===== src/rtl/regfile_pkg.sv =====
// regfile_pkg: shared helpers for the multi-port register file (REGFILE_BYPASS_EN enables same-cycle write bypass in reg_file_mp)
`ifndef REGFILE_PKG_MACROS
`define REGFILE_PKG_MACROS
`define RF_SLICE(v, i, w) v[(i)*(w) +: (w)]
`endif
package regfile_pkg;
  localparam int V0_DEF = 2;
  localparam int A0_DEF = 4;
  function automatic int addr_w(input int n);
    return (n < 2) ? 1 : $clog2(n);
  endfunction
endpackage


===== src/rtl/regfile_scoreboard.sv =====
// regfile_scoreboard: per-register busy bits, set at issue and cleared at writeback
module regfile_scoreboard
  import regfile_pkg::*;
#(
  parameter int NUM_REGS = 32,
  parameter int NUM_WR   = 2,
  parameter int ADDR_W   = 5,
  parameter int ZERO_REG = 1
) (
  input  logic                     clock,
  input  logic                     reset_n,
  input  logic                     issue_en,
  input  logic [ADDR_W-1:0]        issue_id,
  input  logic [NUM_WR-1:0]        wr_en,
  input  logic [NUM_WR*ADDR_W-1:0] wr_id,
  output logic [NUM_REGS-1:0]      busy
);
  localparam bit ZR = ZERO_REG != 0;
  logic [NUM_REGS-1:0] set, clr;
  // issue marks the destination busy; any write to a register clears it
  always_comb begin
    set = '0;
    clr = '0;
    for (int r = 0; r < NUM_REGS; r++)
      set[r] = issue_en && issue_id == ADDR_W'(r) && !(ZR && r == 0);
    for (int k = 0; k < NUM_WR; k++)
      if (wr_en[k]) clr[`RF_SLICE(wr_id, k, ADDR_W)] = 1'b1;
  end
  // issue wins over a same-cycle clear
  always_ff @(posedge clock or negedge reset_n)
    if (!reset_n) busy <= '0;
    else busy <= (busy & ~clr) | set;
endmodule


===== src/rtl/reg_file_mp.sv =====
// reg_file_mp: NUM_RD x NUM_WR register file with busy scoreboard and syscall taps; REGFILE_BYPASS_EN adds write-to-read bypass
module reg_file_mp
  import regfile_pkg::*;
#(
  parameter int DATA_W   = 32,
  parameter int NUM_REGS = 32,
  parameter int NUM_RD   = 2,
  parameter int NUM_WR   = 2,
  parameter int ZERO_REG = 1,
  parameter int V0_IDX   = V0_DEF,
  parameter int A0_IDX   = A0_DEF,
  localparam int ADDR_W  = addr_w(NUM_REGS)
) (
  input  logic                     clock,
  input  logic                     reset_n,
  input  logic [NUM_RD*ADDR_W-1:0] rd_id,
  output logic [NUM_RD*DATA_W-1:0] rd_value,
  output logic [NUM_RD-1:0]        rd_busy,
  input  logic [NUM_WR-1:0]        wr_en,
  input  logic [NUM_WR*ADDR_W-1:0] wr_id,
  input  logic [NUM_WR*DATA_W-1:0] wr_value,
  input  logic                     issue_en,
  input  logic [ADDR_W-1:0]        issue_id,
  output logic                     wr_conflict,
  output logic [DATA_W-1:0]        syscall_funct,
  output logic [DATA_W-1:0]        syscall_param1
);
  localparam bit ZR = ZERO_REG != 0;
  logic [NUM_REGS-1:0][DATA_W-1:0] regs;
  logic [NUM_REGS-1:0]             busy;
  logic                            conf;

  regfile_scoreboard #(
    .NUM_REGS(NUM_REGS), .NUM_WR(NUM_WR), .ADDR_W(ADDR_W), .ZERO_REG(ZERO_REG)
  ) u_sb (
    .clock(clock), .reset_n(reset_n), .issue_en(issue_en), .issue_id(issue_id),
    .wr_en(wr_en), .wr_id(wr_id), .busy(busy)
  );

  // commit writes in ascending port order so the highest enabled port wins
  always_ff @(posedge clock or negedge reset_n)
    if (!reset_n) regs <= '0;
    else
      for (int k = 0; k < NUM_WR; k++)
        if (wr_en[k] && !(ZR && `RF_SLICE(wr_id, k, ADDR_W) == '0))
          regs[`RF_SLICE(wr_id, k, ADDR_W)] <= `RF_SLICE(wr_value, k, DATA_W);

  // flag two or more enabled writes hitting the same writable register
  always_comb begin
    conf = 1'b0;
    for (int i = 0; i < NUM_WR; i++)
      for (int j = i + 1; j < NUM_WR; j++)
        if (wr_en[i] && wr_en[j] && `RF_SLICE(wr_id, i, ADDR_W) == `RF_SLICE(wr_id, j, ADDR_W) &&
            !(ZR && `RF_SLICE(wr_id, i, ADDR_W) == '0))
          conf = 1'b1;
  end

  // conflict is reported in the cycle after it happens
  always_ff @(posedge clock or negedge reset_n)
    if (!reset_n) wr_conflict <= 1'b0;
    else wr_conflict <= conf;

  // combinational read muxes, optionally overridden by same-cycle writes
  always_comb begin
    rd_value = '0;
    rd_busy  = '0;
    for (int p = 0; p < NUM_RD; p++) begin
      `RF_SLICE(rd_value, p, DATA_W) = regs[`RF_SLICE(rd_id, p, ADDR_W)];
      rd_busy[p] = busy[`RF_SLICE(rd_id, p, ADDR_W)];
`ifdef REGFILE_BYPASS_EN
      for (int k = 0; k < NUM_WR; k++)
        if (wr_en[k] && `RF_SLICE(wr_id, k, ADDR_W) == `RF_SLICE(rd_id, p, ADDR_W) &&
            !(ZR && `RF_SLICE(rd_id, p, ADDR_W) == '0)) begin
          `RF_SLICE(rd_value, p, DATA_W) = `RF_SLICE(wr_value, k, DATA_W);
          rd_busy[p] = issue_en && issue_id == `RF_SLICE(rd_id, p, ADDR_W);
        end
`endif
    end
  end

  assign syscall_funct  = regs[V0_IDX];
  assign syscall_param1 = regs[A0_IDX];
endmodule


===== config.mk =====
export PLATFORM = sky130hd
export DESIGN_NAME = reg_file_mp
export DESIGN_NICKNAME = d
export VERILOG_FILES = /design/src/rtl/regfile_pkg.sv /design/src/rtl/regfile_scoreboard.sv /design/src/rtl/reg_file_mp.sv
export SDC_FILE = /design/constraint.sdc
export NUM_CORES = 2
export LEC_CHECK = 0
export ABC_AREA = 0
export BUFFER_PORTS_ARGS = -buffer_cell sky130_fd_sc_hd__buf_2
export CAP_MARGIN = 10
export CORE_MARGIN = 8
export CORE_UTILIZATION = 30
export DETAILED_ROUTE_END_ITERATION = 16
export HOLD_SLACK_MARGIN = 0.05
export SLEW_MARGIN = 20
export SYNTH_ARGS = -nofsm -noshare
export SYNTH_HDL_FRONTEND = slang
export SYNTH_SLANG_ARGS = --single-unit
export TNS_END_PERCENT = 10

===== constraint.sdc =====
create_clock -name clock -period 2.2 [get_ports clock]
set_clock_uncertainty 0.15 [all_clocks]
set_input_delay 0.33 -clock clock [delete_from_list [all_inputs] [get_ports clock]]
set_output_delay 0.33 -clock clock [all_outputs]
set_load 0.1 [all_outputs]

# ---- Yosys cells after proc, flatten, opt, wreduce, memory -nomap -nowiden
# Cells that the tools add are included.
dict set report word_totals {
  inputBits 94
  wordCells 141
  output_inout_bits 131
  regBits 1057
}
dict set report classes {
  eq_ne 32
  n_lt_le_gt_ge 6
  reduce_logical 42
  n_bitwise 4
  mux 23
}
# operator n
set ops {}
lappend ops {{$bwmux 1024} 2}
lappend ops {{$mux 1024} 2}
lappend ops {{$bmux 32 s5} 2}
lappend ops {{$demux 32 s5} 2}
lappend ops {{$mux 32} 6}
lappend ops {{$eq 5x5->1 const B} 16}
lappend ops {{$or 32x32->32} 2}
lappend ops {{$eq 5x4->1 const B} 8}
lappend ops {{$logic_and 1x1->1} 38}
lappend ops {{$and 32x32->32} 1}
lappend ops {{$not 32->32} 1}
lappend ops {{$lt 5x6->1 const B} 4}
lappend ops {{$eq 5x3->1 const B} 4}
lappend ops {{$bmux 1 s5} 2}
lappend ops {{$demux 1 s5} 2}
lappend ops {{$eq 5x2->1 const B} 2}
lappend ops {{$ge 5x1->1 const B} 2}
lappend ops {{$logic_not 5->1} 2}
lappend ops {{$eq 5x1->1 const B} 1}
lappend ops {{$eq 5x5->1} 1}
lappend ops {{$mux 1} 5}
lappend ops {{$logic_not 1->1} 2}

# ---- Longest topological paths before layout
dict set report depth {
  ltp_word 10
  depth_mapped 8
  mapped_depth_nobuf 5
}

# ---- Cells and area by module
# From an unflattened synthesis, not the netlist that was laid out.
dict set report unflattened {
  hier_cells 7294
  hier_area_um2 67481.0
}
# mod n_inst area_per_inst_um2 cells_per_inst seq_area_each_um2
set modules_own_cells {}
lappend modules_own_cells {reg_file_mp 1 65681.7 7140 25649.6}
lappend modules_own_cells {regfile_scoreboard 1 1799.2 154 800.8}

# ---- Worst setup path after synthesis
# No wires, ideal clock.
dict set report synth_timing {
  path_type {input-to-output}
  start {in rd_id[1]}
  end {out rd_value[10]}
  path_stages 8
  n_path_buf 4
  setup_slack_ns -0.605
  arrival_time_ns 2.325
  t_required_ns 1.720
  path_cell_list {clkbuf_1 -> buf_2 -> buf_2 -> buf_2 -> mux2i_1 -> a22oi_1 -> a31oi_1 -> nand3_1}
}
dict set report synth_via {
  elab_chain_len 2
}
# element line_no
set synth_rtl {}
lappend synth_rtl {{start: declaration} reg_file_mp.sv:16} ;# input logic [NUM_RD*ADDR_W-1:0] rd_id,
lappend synth_rtl {{$bmux 32 s5} reg_file_mp.sv:68} ;# `RF_SLICE(rd_value, p, DATA_W) = regs[`RF_SLICE(rd_id, p, ADDR_W)];
lappend synth_rtl {{$mux 32} reg_file_mp.sv:68}
lappend synth_rtl {{end: declaration} reg_file_mp.sv:17} ;# output logic [NUM_RD*DATA_W-1:0] rd_value,
# No other way between the ends. The select of a mux whose other input is x is not followed.

# ---- Worst setup path in the final report
dict set report layout_timing {
  start {reg regs (netlist bit syscall_param1[15])}
  end {out rd_value[15]}
}
dict set report layout_via {
  elab_chain_len 2
}
# element line_no
set layout_rtl {}
lappend layout_rtl {{start: declaration} reg_file_mp.sv:29} ;# logic [NUM_REGS-1:0][DATA_W-1:0] regs;
lappend layout_rtl {{start signal: indexed assignment} reg_file_mp.sv:46} ;# regs[`RF_SLICE(wr_id, k, ADDR_W)] <= `RF_SLICE(wr_value, k, DATA_W);
lappend layout_rtl {{$bmux 32 s5} reg_file_mp.sv:68}
lappend layout_rtl {{$mux 32} reg_file_mp.sv:68}
# No other way between the ends. The select of a mux whose other input is x is not followed.

==> impl_metrics.csv <==
group,metric,value,unit
global_routing,gr-total-overflow,0,
clocking,htreeDepth,3,
clocking,cts_tree,"done",
synthesis,synth_top_cell_area_share,39.8,%
layout,utilization,38.3,%
power_and_ir_drop,power.total,74000,uW
critical_path,ff2ff_setup_slack,0.65,ns
routing,drtIter0Drc,7501,
critical_path,reg2regPathDepth,4,
global_routing,gr-usage-all-layers,23.8,%
placed_design,port_buffers,224,
worst_hold_path,whs_endpoint,"u_sb.busy[23]$_DFF_PN0_",
timing,timing.hold.ws,0.0851,ns
synthesis,synth_seq_area_share,39.8,%
routing,routed_wl,297000,um
layout,drive_above_1_share,19.2,%
clocking,root_buffer,"clkbuf_16",
timing,slew_headroom,42.1,%
timing,hold_violations,0,
worst_hold_path,holdCritStartpoint,"issue_id[4]",
synthesis,synthFlopType,"dfrtp_1",
synthesis,synth.most_common_cell,"mux2i_1",
timing,rsz0062_at_grt,"yes",
critical_path,timing.rr.start,"u_sb.busy[0]$_DFF_PN0_",
routing,via_count,62100,
power_and_ir_drop,leakagePower,0.0407,uW
floorplanning,io-pin-count,225,
clocking,clk_pin_slew_worst_paths,0.07,ns
power_and_ir_drop,ir_drop,0.735,mV
clocking,cts_sinks,1057,
critical_path,endpoint_kind,"output pin",
global_routing,grt_max_degree,80,
floorplanning,start_util,30.2,%
floorplanning,rows,172,
timing,tightest_slew,0.869,ns
synthesis,syn_nets,7385,
synthesis,syn_inst,7291,
floorplanning,core,220000,sq um
synthesis,ys_seq_elements,1057,
placed_design,place_congestion,0.966,
clocking,cts_made_buffers,110,
clocking,clk_latency,0.76,ns
layout,area_growth,26.9,%
worst_hold_path,hold_class,"primary input to register",
synthesis,synth_area_leader_cell,"dfrtp_1",
critical_path,cp.required,1.72,ns
synthesis,synth-edff-count,0,
power_and_ir_drop,power.density,878,nW/um^2
layout,layout.filler_cells,21500,
synthesis,netlist_top_cells_area,"dfrtp_1 (40%), mux2i_1 (25%), a21oi_1 (5.7%)",
critical_path,start_kind,"register",
outcome,violations,"setup timing",
floorplanning,die_w,487,um
outcome,status,"finished, violations left",
synthesis,synth_area,66400,sq um
timing,setup_viol,66,
global_routing,antenna_found_initial,27,
timing,setup_ws,-0.724,ns
worst_hold_path,hold_path_depth,4,
routing,firstDrtPassIters,8,
routing,wl_per_cell,28.0,um
global_routing,grt_pass1_vias,61100,
floorplanning,die_y,487,um
synthesis,yosysWarnings,0,
synthesis,synthArstFlopShare,100,%
routing,ant_nets,0,
critical_path,worst-path-max-fanout,3,
timing,fin_crit_sh,133,%
timing,period_needed,2.92,ns
layout,fin_nets,7632,
routing,drc,0,
synthesis,syn_area_per_cell,9.11,sq um
timing,fmax,342,MHz
timing,slew_viol_final,0,
synthesis,ys_types,48,
clocking,clock_path_buffers,3,
job,cap_violations,0,
placed_design,place_hpwl,199000,um
critical_path,regToRegEndpoint,"u_sb.busy[0]$_DFF_PN0_",
critical_path,crit_type,"register to output pin",
critical_path,cp.arrival,2.44,ns
routing,via_per_inst,5.86,
floorplanning,dieArea,237000,sq um
synthesis,ys_top_cells_by_count,"mux2i_1 (1689), dfrtp_1 (1057), nor2_1 (808)",
global_routing,grt_pass1_wl,428000,um
[per-layer routing]
layer / GRT usage, % / routed length [um] / share of wire, %
met1: 30.5 / 118000 / 40
met2: 36.5 / 131000 / 44
met3: 4.95 / 27600 / 9.3
met4: 15.1 / 20500 / 6.9
met5: 0.141 / 70 / 0.024
[critical path, cell delays in order, from the launching register on]
cell	delay [ns]
dfrtp_2	0.45
mux2i_1	0.16
a22o_1	0.25
nor3_4	0.07
a31oi_2	0.16
buf_6	0.17
nand3_4	0.18
buf_12	0.23
[worst max-delay path by stage]
stage / start / endpoint / slack, ns / cells past startpoint
final: syscall_param1[15]$_DFF_PN0_ / rd_value[15] / -0.72 / 7
after global placement: rd_id[3] / rd_value[23] / -0.77 / 10
after global routing: syscall_funct[3]$_DFF_PN0_ / rd_value[35] / -0.73 / 7
after detailed placement: rd_id[3] / rd_value[23] / -0.73 / 10
after CTS: regs[239]$_DFF_PN0_ / rd_value[15] / -0.72 / 7
after floorplan: rd_id[7] / rd_value[59] / -0.02 / 7
[cell usage in the layout (no fill, tap or decap), types with 134 or more instances in the layout]
master	instances
mux2i_1	1683
dfrtp_1	1043
nor2_1	792
a21oi_1	760
nand2_1	539
buf_4	511
a22oi_1	373
o21ai_0	322
buf_12	295
nand3_1	134
[what timing repair did]
action,in CTS,in global routing
pin swaps,73,36
hold buffers,84,0
endpoints found under the setup margin,114,75
gates cloned,0,0
endpoints found under the hold margin,2012,0
buffers inserted,15,6
resized for setup,212,52
[power breakdown]
part / internal, uW / total, uW / switching [uW]
logic: 10100 / 24400 / 14300
clock network: 11900 / 20600 / 8700
registers: 24500 / 29000 / 4570
[sequential cells by signal (all words and copies together), names as in the netlist]
register and count:
syscall_funct 32, syscall_param1 32, u_sb.busy 32, regs 960
wr_conflict 1
[layout make-up]
type	instances	area (sq um)	area share [%]
antenna	16	40.0	0.0475
clock buffer	163	3350	3.97
clock inverter	38	523	0.620
inverter	3	11.3	0.0134
multi-input combinational	5320	38400	45.6
sequential	1057	26500	31.4
tap	2958	3700	4.39
timing repair buffer	1046	11800	14.0
[metrics by stage]
step | setup TNS, ns | instances | instance area (sq um) | setup slack, ns
after floorplan | -0.816 | 7291 | 68100 | -0.0215
after global placement | -36.12 | 10300 | 78200 | -0.769
after detailed placement | -39.32 | 10300 | 78200 | -0.729
after CTS | -41.23 | 10600 | 84000 | -0.717
after global routing | -43.45 | 10600 | 84300 | -0.729
final | -40.88 | 10600 | 84300 | -0.724
[cell families after synthesis]
logic type	count (synthesis)	synth area share (%)
simple gates	1752	11.0
buf+inv	914	6.05
compound gates	1874	17.7
flops	1057	39.8
xor+xnor	5	0.0659
mux	1689	25.4
Power figures use the tool's default switching activity.
